<file path="src/rtl/cordic_pkg.sv">
// Shared CORDIC constants: angle table (degrees, Q16.16), gain, fold limits.
// Latency: none (package only).
// Backpressure: not applicable.
package cordic_pkg;

  localparam int CORDIC_W      = 32;
  localparam int CORDIC_STAGES = 16;

  // Inverse CORDIC gain, 0.60725 in Q16.16, preloaded into x so the result is unit-scaled
  localparam logic signed [CORDIC_W-1:0] CORDIC_K = 32'sh0000_9B74;

  localparam logic signed [CORDIC_W-1:0] DEG90  = 32'sd5898240;
  localparam logic signed [CORDIC_W-1:0] DEG180 = 32'sd11796480;

  // atan(2^-i) in degrees x 2^16, shared with the vectoring-mode arctan core
  localparam logic signed [CORDIC_W-1:0] ATAN_TAB [0:CORDIC_STAGES-1] = '{
    32'sd2949120, 32'sd1740992, 32'sd919872, 32'sd466944,
    32'sd234368,  32'sd117312,  32'sd58688,  32'sd29312,
    32'sd14656,   32'sd7360,    32'sd3648,   32'sd1856,
    32'sd896,     32'sd448,     32'sd256,    32'sd128
  };

  typedef struct packed {
    logic [CORDIC_W-1:0] z;
    logic                neg;
  } cordic_fold_t;

  // Map |angle| > 90 deg onto the opposite quadrant; the result is negated at the output
  function automatic cordic_fold_t cordic_fold(input logic signed [CORDIC_W-1:0] a);
    cordic_fold_t f;
    if (a > DEG90) begin
      f.z   = a - DEG180;
      f.neg = 1'b1;
    end else if (a < -DEG90) begin
      f.z   = a + DEG180;
      f.neg = 1'b1;
    end else begin
      f.z   = a;
      f.neg = 1'b0;
    end
    return f;
  endfunction

endpackage

</file>
<file path="src/rtl/cordic_rot_stage.sv">
// One rotation-mode CORDIC micro-rotation by +/-atan(2^-SHIFT), fully registered.
// Latency: 1 cycle.
// Backpressure: none; advances every cycle, neg/v flags ride along with the data.
module cordic_rot_stage
  import cordic_pkg::*;
#(
  parameter int W     = CORDIC_W,
  parameter int SHIFT = 0
) (
  input  logic                clk_50M,
  input  logic                rst_n,
  input  logic signed [W-1:0] i_atan,
  input  logic signed [W-1:0] i_x,
  input  logic signed [W-1:0] i_y,
  input  logic signed [W-1:0] i_z,
  input  logic                i_neg,
  input  logic                i_v,
  output logic signed [W-1:0] o_x,
  output logic signed [W-1:0] o_y,
  output logic signed [W-1:0] o_z,
  output logic                o_neg,
  output logic                o_v
);

  logic signed [W-1:0] r_x;
  logic signed [W-1:0] r_y;
  logic signed [W-1:0] r_z;
  logic                r_neg;
  logic                r_v;
  logic signed [W-1:0] w_x_sh;
  logic signed [W-1:0] w_y_sh;

  assign w_x_sh = i_x >>> SHIFT;
  assign w_y_sh = i_y >>> SHIFT;

  // Rotate toward z = 0: positive residual rotates counter-clockwise, negative clockwise
  always_ff @(posedge clk_50M or negedge rst_n) begin
    if (!rst_n) begin
      r_x   <= '0;
      r_y   <= '0;
      r_z   <= '0;
      r_neg <= 1'b0;
      r_v   <= 1'b0;
    end else begin
      if (!i_z[W-1]) begin
        r_x <= i_x - w_y_sh;
        r_y <= i_y + w_x_sh;
        r_z <= i_z - i_atan;
      end else begin
        r_x <= i_x + w_y_sh;
        r_y <= i_y - w_x_sh;
        r_z <= i_z + i_atan;
      end
      r_neg <= i_neg;
      r_v   <= i_v;
    end
  end

  assign o_x   = r_x;
  assign o_y   = r_y;
  assign o_z   = r_z;
  assign o_neg = r_neg;
  assign o_v   = r_v;

endmodule

</file>
<file path="src/rtl/cordic_sincos.sv">
// Pipelined rotation-mode CORDIC: Q16.16 degrees in, Q16.16 cos/sin out. Option: CORDIC_FULL_RANGE_EN (+/-180 deg fold).
// Latency: 17 cycles from sampling edge to out_valid (fold + 16 iterations + output register).
// Backpressure: none; one angle accepted per cycle, bubbles propagate as out_valid=0.
module cordic_sincos
  import cordic_pkg::*;
#(
  parameter int W      = CORDIC_W,
  parameter int STAGES = CORDIC_STAGES
) (
  input  logic                clk_50M,
  input  logic                rst_n,
  input  logic                in_valid,
  input  logic signed [W-1:0] angle,
  output logic                out_valid,
  output logic signed [W-1:0] cos_out,
  output logic signed [W-1:0] sin_out
);

  cordic_fold_t        w_fold;
  logic signed [W-1:0] r_f_x;
  logic signed [W-1:0] r_f_y;
  logic signed [W-1:0] r_f_z;
  logic                r_f_neg;
  logic                r_f_v;

  logic signed [W-1:0] w_x   [0:STAGES];
  logic signed [W-1:0] w_y   [0:STAGES];
  logic signed [W-1:0] w_z   [0:STAGES];
  logic                w_neg [0:STAGES];
  logic                w_v   [0:STAGES];

  logic                r_out_vld;
  logic signed [W-1:0] r_cos;
  logic signed [W-1:0] r_sin;
  logic                w_unused;

  // Bring the angle into the +/-90 deg convergence range of the iterations
  always_comb begin
`ifdef CORDIC_FULL_RANGE_EN
    w_fold = cordic_fold(angle);
`else
    w_fold.z   = angle;
    w_fold.neg = 1'b0;
`endif
  end

  // Fold stage: seed x with the gain so the rotated vector lands on the unit circle
  always_ff @(posedge clk_50M or negedge rst_n) begin
    if (!rst_n) begin
      r_f_x   <= '0;
      r_f_y   <= '0;
      r_f_z   <= '0;
      r_f_neg <= 1'b0;
      r_f_v   <= 1'b0;
    end else begin
      r_f_x   <= CORDIC_K;
      r_f_y   <= '0;
      r_f_z   <= w_fold.z;
      r_f_neg <= w_fold.neg;
      r_f_v   <= in_valid;
    end
  end

  assign w_x[0]   = r_f_x;
  assign w_y[0]   = r_f_y;
  assign w_z[0]   = r_f_z;
  assign w_neg[0] = r_f_neg;
  assign w_v[0]   = r_f_v;

  for (genvar i = 0; i < STAGES; i++) begin : g_stage
    cordic_rot_stage #(
      .W     (W),
      .SHIFT (i)
    ) u_stage (
      .clk_50M (clk_50M),
      .rst_n   (rst_n),
      .i_atan  (ATAN_TAB[i]),
      .i_x     (w_x[i]),
      .i_y     (w_y[i]),
      .i_z     (w_z[i]),
      .i_neg   (w_neg[i]),
      .i_v     (w_v[i]),
      .o_x     (w_x[i+1]),
      .o_y     (w_y[i+1]),
      .o_z     (w_z[i+1]),
      .o_neg   (w_neg[i+1]),
      .o_v     (w_v[i+1])
    );
  end

  // Output register: capture only valid samples so bubbles leave the last result in place
  always_ff @(posedge clk_50M or negedge rst_n) begin
    if (!rst_n) begin
      r_out_vld <= 1'b0;
      r_cos     <= '0;
      r_sin     <= '0;
    end else begin
      r_out_vld <= w_v[STAGES];
      if (w_v[STAGES]) begin
`ifdef CORDIC_FULL_RANGE_EN
        r_cos <= w_neg[STAGES] ? -w_x[STAGES] : w_x[STAGES];
        r_sin <= w_neg[STAGES] ? -w_y[STAGES] : w_y[STAGES];
`else
        r_cos <= w_x[STAGES];
        r_sin <= w_y[STAGES];
`endif
      end
    end
  end

  // The residual angle after the last iteration has no consumer
`ifdef CORDIC_FULL_RANGE_EN
  assign w_unused = ^w_z[STAGES];
`else
  assign w_unused = ^{w_z[STAGES], w_neg[STAGES]};
`endif

  assign out_valid = r_out_vld;
  assign cos_out   = r_cos;
  assign sin_out   = r_sin;

endmodule

</file>
<file path="config.mk">
export PLATFORM = sky130hd
export DESIGN_NAME = cordic_sincos
export DESIGN_NICKNAME = d
export VERILOG_FILES = /design/src/rtl/cordic_pkg.sv /design/src/rtl/cordic_rot_stage.sv /design/src/rtl/cordic_sincos.sv
export SDC_FILE = /design/constraint.sdc
export NUM_CORES = 2
export LEC_CHECK = 0
export CAP_MARGIN = 20
export CORE_MARGIN = 2
export CORE_UTILIZATION = 40
export CTS_CLUSTER_SIZE = 28
export DETAILED_ROUTE_END_ITERATION = 7
export SYNTH_ARGS = -nofsm -noshare
export SYNTH_HDL_FRONTEND = slang
export SYNTH_SLANG_ARGS = --single-unit
</file>
<file path="constraint.sdc">
create_clock -name clk_50M -period 13.35 [get_ports clk_50M]
set_input_delay 2.0025 -clock clk_50M [delete_from_list [all_inputs] [get_ports clk_50M]]
set_output_delay 2.0025 -clock clk_50M [all_outputs]
set_load 0.03 [all_outputs]
</file>
==> impl_metrics.ini <==
[detailed_routing]
first_pass_iters = 8
drt-wirelength-per-cell_microns = 17.79
drtIter0Drc = 5466
drtAntennaViolNets = 0
via_per_inst = 5.476
routed_wl_microns = 277800
drc = 0
num_vias = 85492

[finish]
drive_gt1_frac = 0.04636
finalInstanceArea_sq_um = 120400
fin_nets = 13326
fillers = 25577
final_cell_mix = 1418 x dfrtp_1, 1351 x ha_1, 1345 x a21oi_1
mostFrequentLayoutCell = dfrtp_1
area_delta_synth_final_pct = 10.26
final_util = 0.4439

[floorplanning]
die_w_microns = 526.5
core-area_sq_um = 271200
die_area_sq_um = 277200
num_io_pins = 100
start_util = 0.4026
die_h_microns = 526.5
rows = 191

[worst_hold_path]
whs_endpoint = g_stage[0].u_stage.o_z[13]
hold_depth = 0
hold_path.class = reg -> reg
hp-start = r_f_z[13]

[synth]
synthCells = 11790
netlist_area_sq_um = 109200
ys_types = 97
postSynthAreaPerCell_sq_um = 9.263
ys_seq_area_frac = 0.3281
ys_warn_count = 0
synth_seq_cells = 1432
synthFlopType = dfrtp_1
synth_nets = 13218
synth_edf_count = 0
ys_async_sr_fraction = 1.000

[sta]
setup_viol = 0
period_needed_ns = 5.460
max_freq_mhz = 183.2
final.setup.tns_ns = 0
worst_pin_slew_ns = 1.140
fin_ws_ns = 7.890
finalHoldViolCount = 0
min_period_over_period = 0.4090
maxSlewHeadroom = 0.2328
skew_ns = 0.07484
finalMaxSlewViolations = 0
rsz0062_at_grt = no

[worst_setup_path]
path_class = reg -> reg
reg2reg_setup_slack_ns = 7.89
cp.arrival_ns = 6.21
rr_endpoint = g_stage[13].u_stage.o_y[30]
reg2reg_depth = 16
reg2reg_from = g_stage[12].u_stage.o_x[13]
worstPathRequired_ns = 14.10
cp-end-kind = flip-flop
critPathLaunchType = flip-flop
path_max_fanout = 5

[outcome]
status = completed

[grt]
grt_pass1_vias = 84425
grt_max_degree = 195
grt_usage = 0.1970
antenna_found_initial = 3
grt_pass1_wl_microns = 449500
overflow = 0

[placed_design]
dpl.hpwl_microns = 220800
gp_congestion = 0.9091
dp_slack_ns = 7.940
dpl-instance-area_sq_um = 114300
portBuffers = 93

[clocking]
cts_tree = yes
max-clock-path-buffers = 3
cts_sinks = 1432
clk_pin_slew_ns = 0.07
post_cts_buffers = 0
cts_buffers = 167
cts-root-buf = clkbuf_16
holdBufCountCts = 0
htreeDepth = 4
insertion_delay_ns = 0.89
post_cts_resized = 0

[run]
max_cap_violations = 0
==> layout make-up <==
cell class / count / area, sq um / share of cell area
Sequential cell: 1432 / 35850 / 0.2977
Clock inverter: 83 / 1343 / 0.01115
Multi-Input combinational cell: 9693 / 70880 / 0.5886
Clock buffer: 225 / 4717 / 0.03917
Timing Repair Buffer: 146 / 1431 / 0.01189
Tap cell: 3570 / 4467 / 0.03709
Inverter: 458 / 1719 / 0.01428
Antenna cell: 4 / 10.01 / 0.00008313
==> sequential cells by signal (all words and copies together) (netlist names) <==
name,flops
sin_out,32
r_f_x,1
r_f_z,26
out_valid,1
g_stage.u_stage.o_y,481
g_stage.u_stage.o_x,479
cos_out,32
r_f_v,1
g_stage.u_stage.o_v,16
g_stage.u_stage.o_z,363
==> synth_stat cells, drive strengths merged (30+ instances only) <==
cell type / count / share of area
ha: 1351 / 0.15
nor3: 312 / 0.014
nor2b: 209 / 0.012
xnor2: 1119 / 0.090
a21oi: 1354 / 0.062
o21a: 150 / 0.010
nand2: 545 / 0.019
xor2: 598 / 0.048
and3: 75 / 0.0043
o21bai: 159 / 0.011
nor2: 958 / 0.033
dfrtp: 1432 / 0.33
nand3: 154 / 0.0071
o21ai: 531 / 0.024
buf: 31 / 0.0011
a211oi: 92 / 0.0065
nand2b: 194 / 0.011
fa: 42 / 0.0077
and2: 48 / 0.0027
nor4: 81 / 0.0046
mux2: 123 / 0.013
o31ai: 62 / 0.0043
clkbuf: 176 / 0.0060
nor3b: 31 / 0.0021
a21o: 638 / 0.044
nand4: 100 / 0.0057
o211ai: 37 / 0.0025
mux2i: 57 / 0.0052
o41ai: 30 / 0.0025
a31oi: 135 / 0.0078
or3: 58 / 0.0033
inv: 457 / 0.016
==> stage by stage <==
step           hold WS (ns)  instances
3_3_place_gp         0.3362      15295
6_report             0.3460      15611
5_1_grt              0.3523      15608
4_1_cts              0.3474      15604
3_5_place_dp         0.3346      15296
2_1_floorplan        0.3312      11790
==> how the worst max path moves through the flow <==
stage	start	end	slack (ns)	depth (start not counted)
floorplan	g_stage[14].u_stage.o_x[16]	g_stage[15].u_stage.o_y[28]	9.00	18
global placement	g_stage[12].u_stage.o_x[13]	g_stage[13].u_stage.o_y[30]	8.05	16
detailed placement	g_stage[12].u_stage.o_x[13]	g_stage[13].u_stage.o_y[30]	7.94	16
CTS	g_stage[12].u_stage.o_x[13]	g_stage[13].u_stage.o_y[30]	7.92	16
global route	g_stage[12].u_stage.o_x[13]	g_stage[13].u_stage.o_y[30]	7.48	16
finish	g_stage[12].u_stage.o_x[13]	g_stage[13].u_stage.o_y[30]	7.89	16
==> logic make-up after synthesis <==
| family | after synthesis | share of synthesized area |
|---|---|---|
| xor+xnor | 1717 | 0.1377 |
| fa+ha+maj | 1393 | 0.1625 |
| flops | 1432 | 0.3281 |
| other cells | 1 | 0.00003434 |
| mux | 180 | 0.01791 |
| buf+inv | 665 | 0.02288 |
| compound gates | 3518 | 0.2031 |
| simple gates | 2884 | 0.1277 |
==> metal layers <==
layer  track usage  part of all wire  vias to the layer above
li1              -                 -                    42478
met1        0.2660              0.47                    41021
met2        0.3306              0.47                     1613
met3       0.02177             0.037                      380
met4       0.05878             0.028                        0
met5             0                 0                        -
==> critical path: stages (launching register included) <==
cell and delay [ns]:
dfrtp_1 0.51, nor3_1 0.35, nor4bb_1 0.57, nor4bb_1 0.72, nor2_1 0.11, xnor2_1 0.16
ha_1 0.37, and3_1 0.24, and3_1 0.18, a21oi_1 0.33, o21ai_0 0.20, o41ai_1 0.63
o21bai_1 0.11, a21o_1 0.24, a221o_1 0.33, a21oi_1 0.19, xnor2_1 0.14
Power is not shown: default switching activity piles up to over one toggle a cycle in this logic, so the estimate is an artifact.
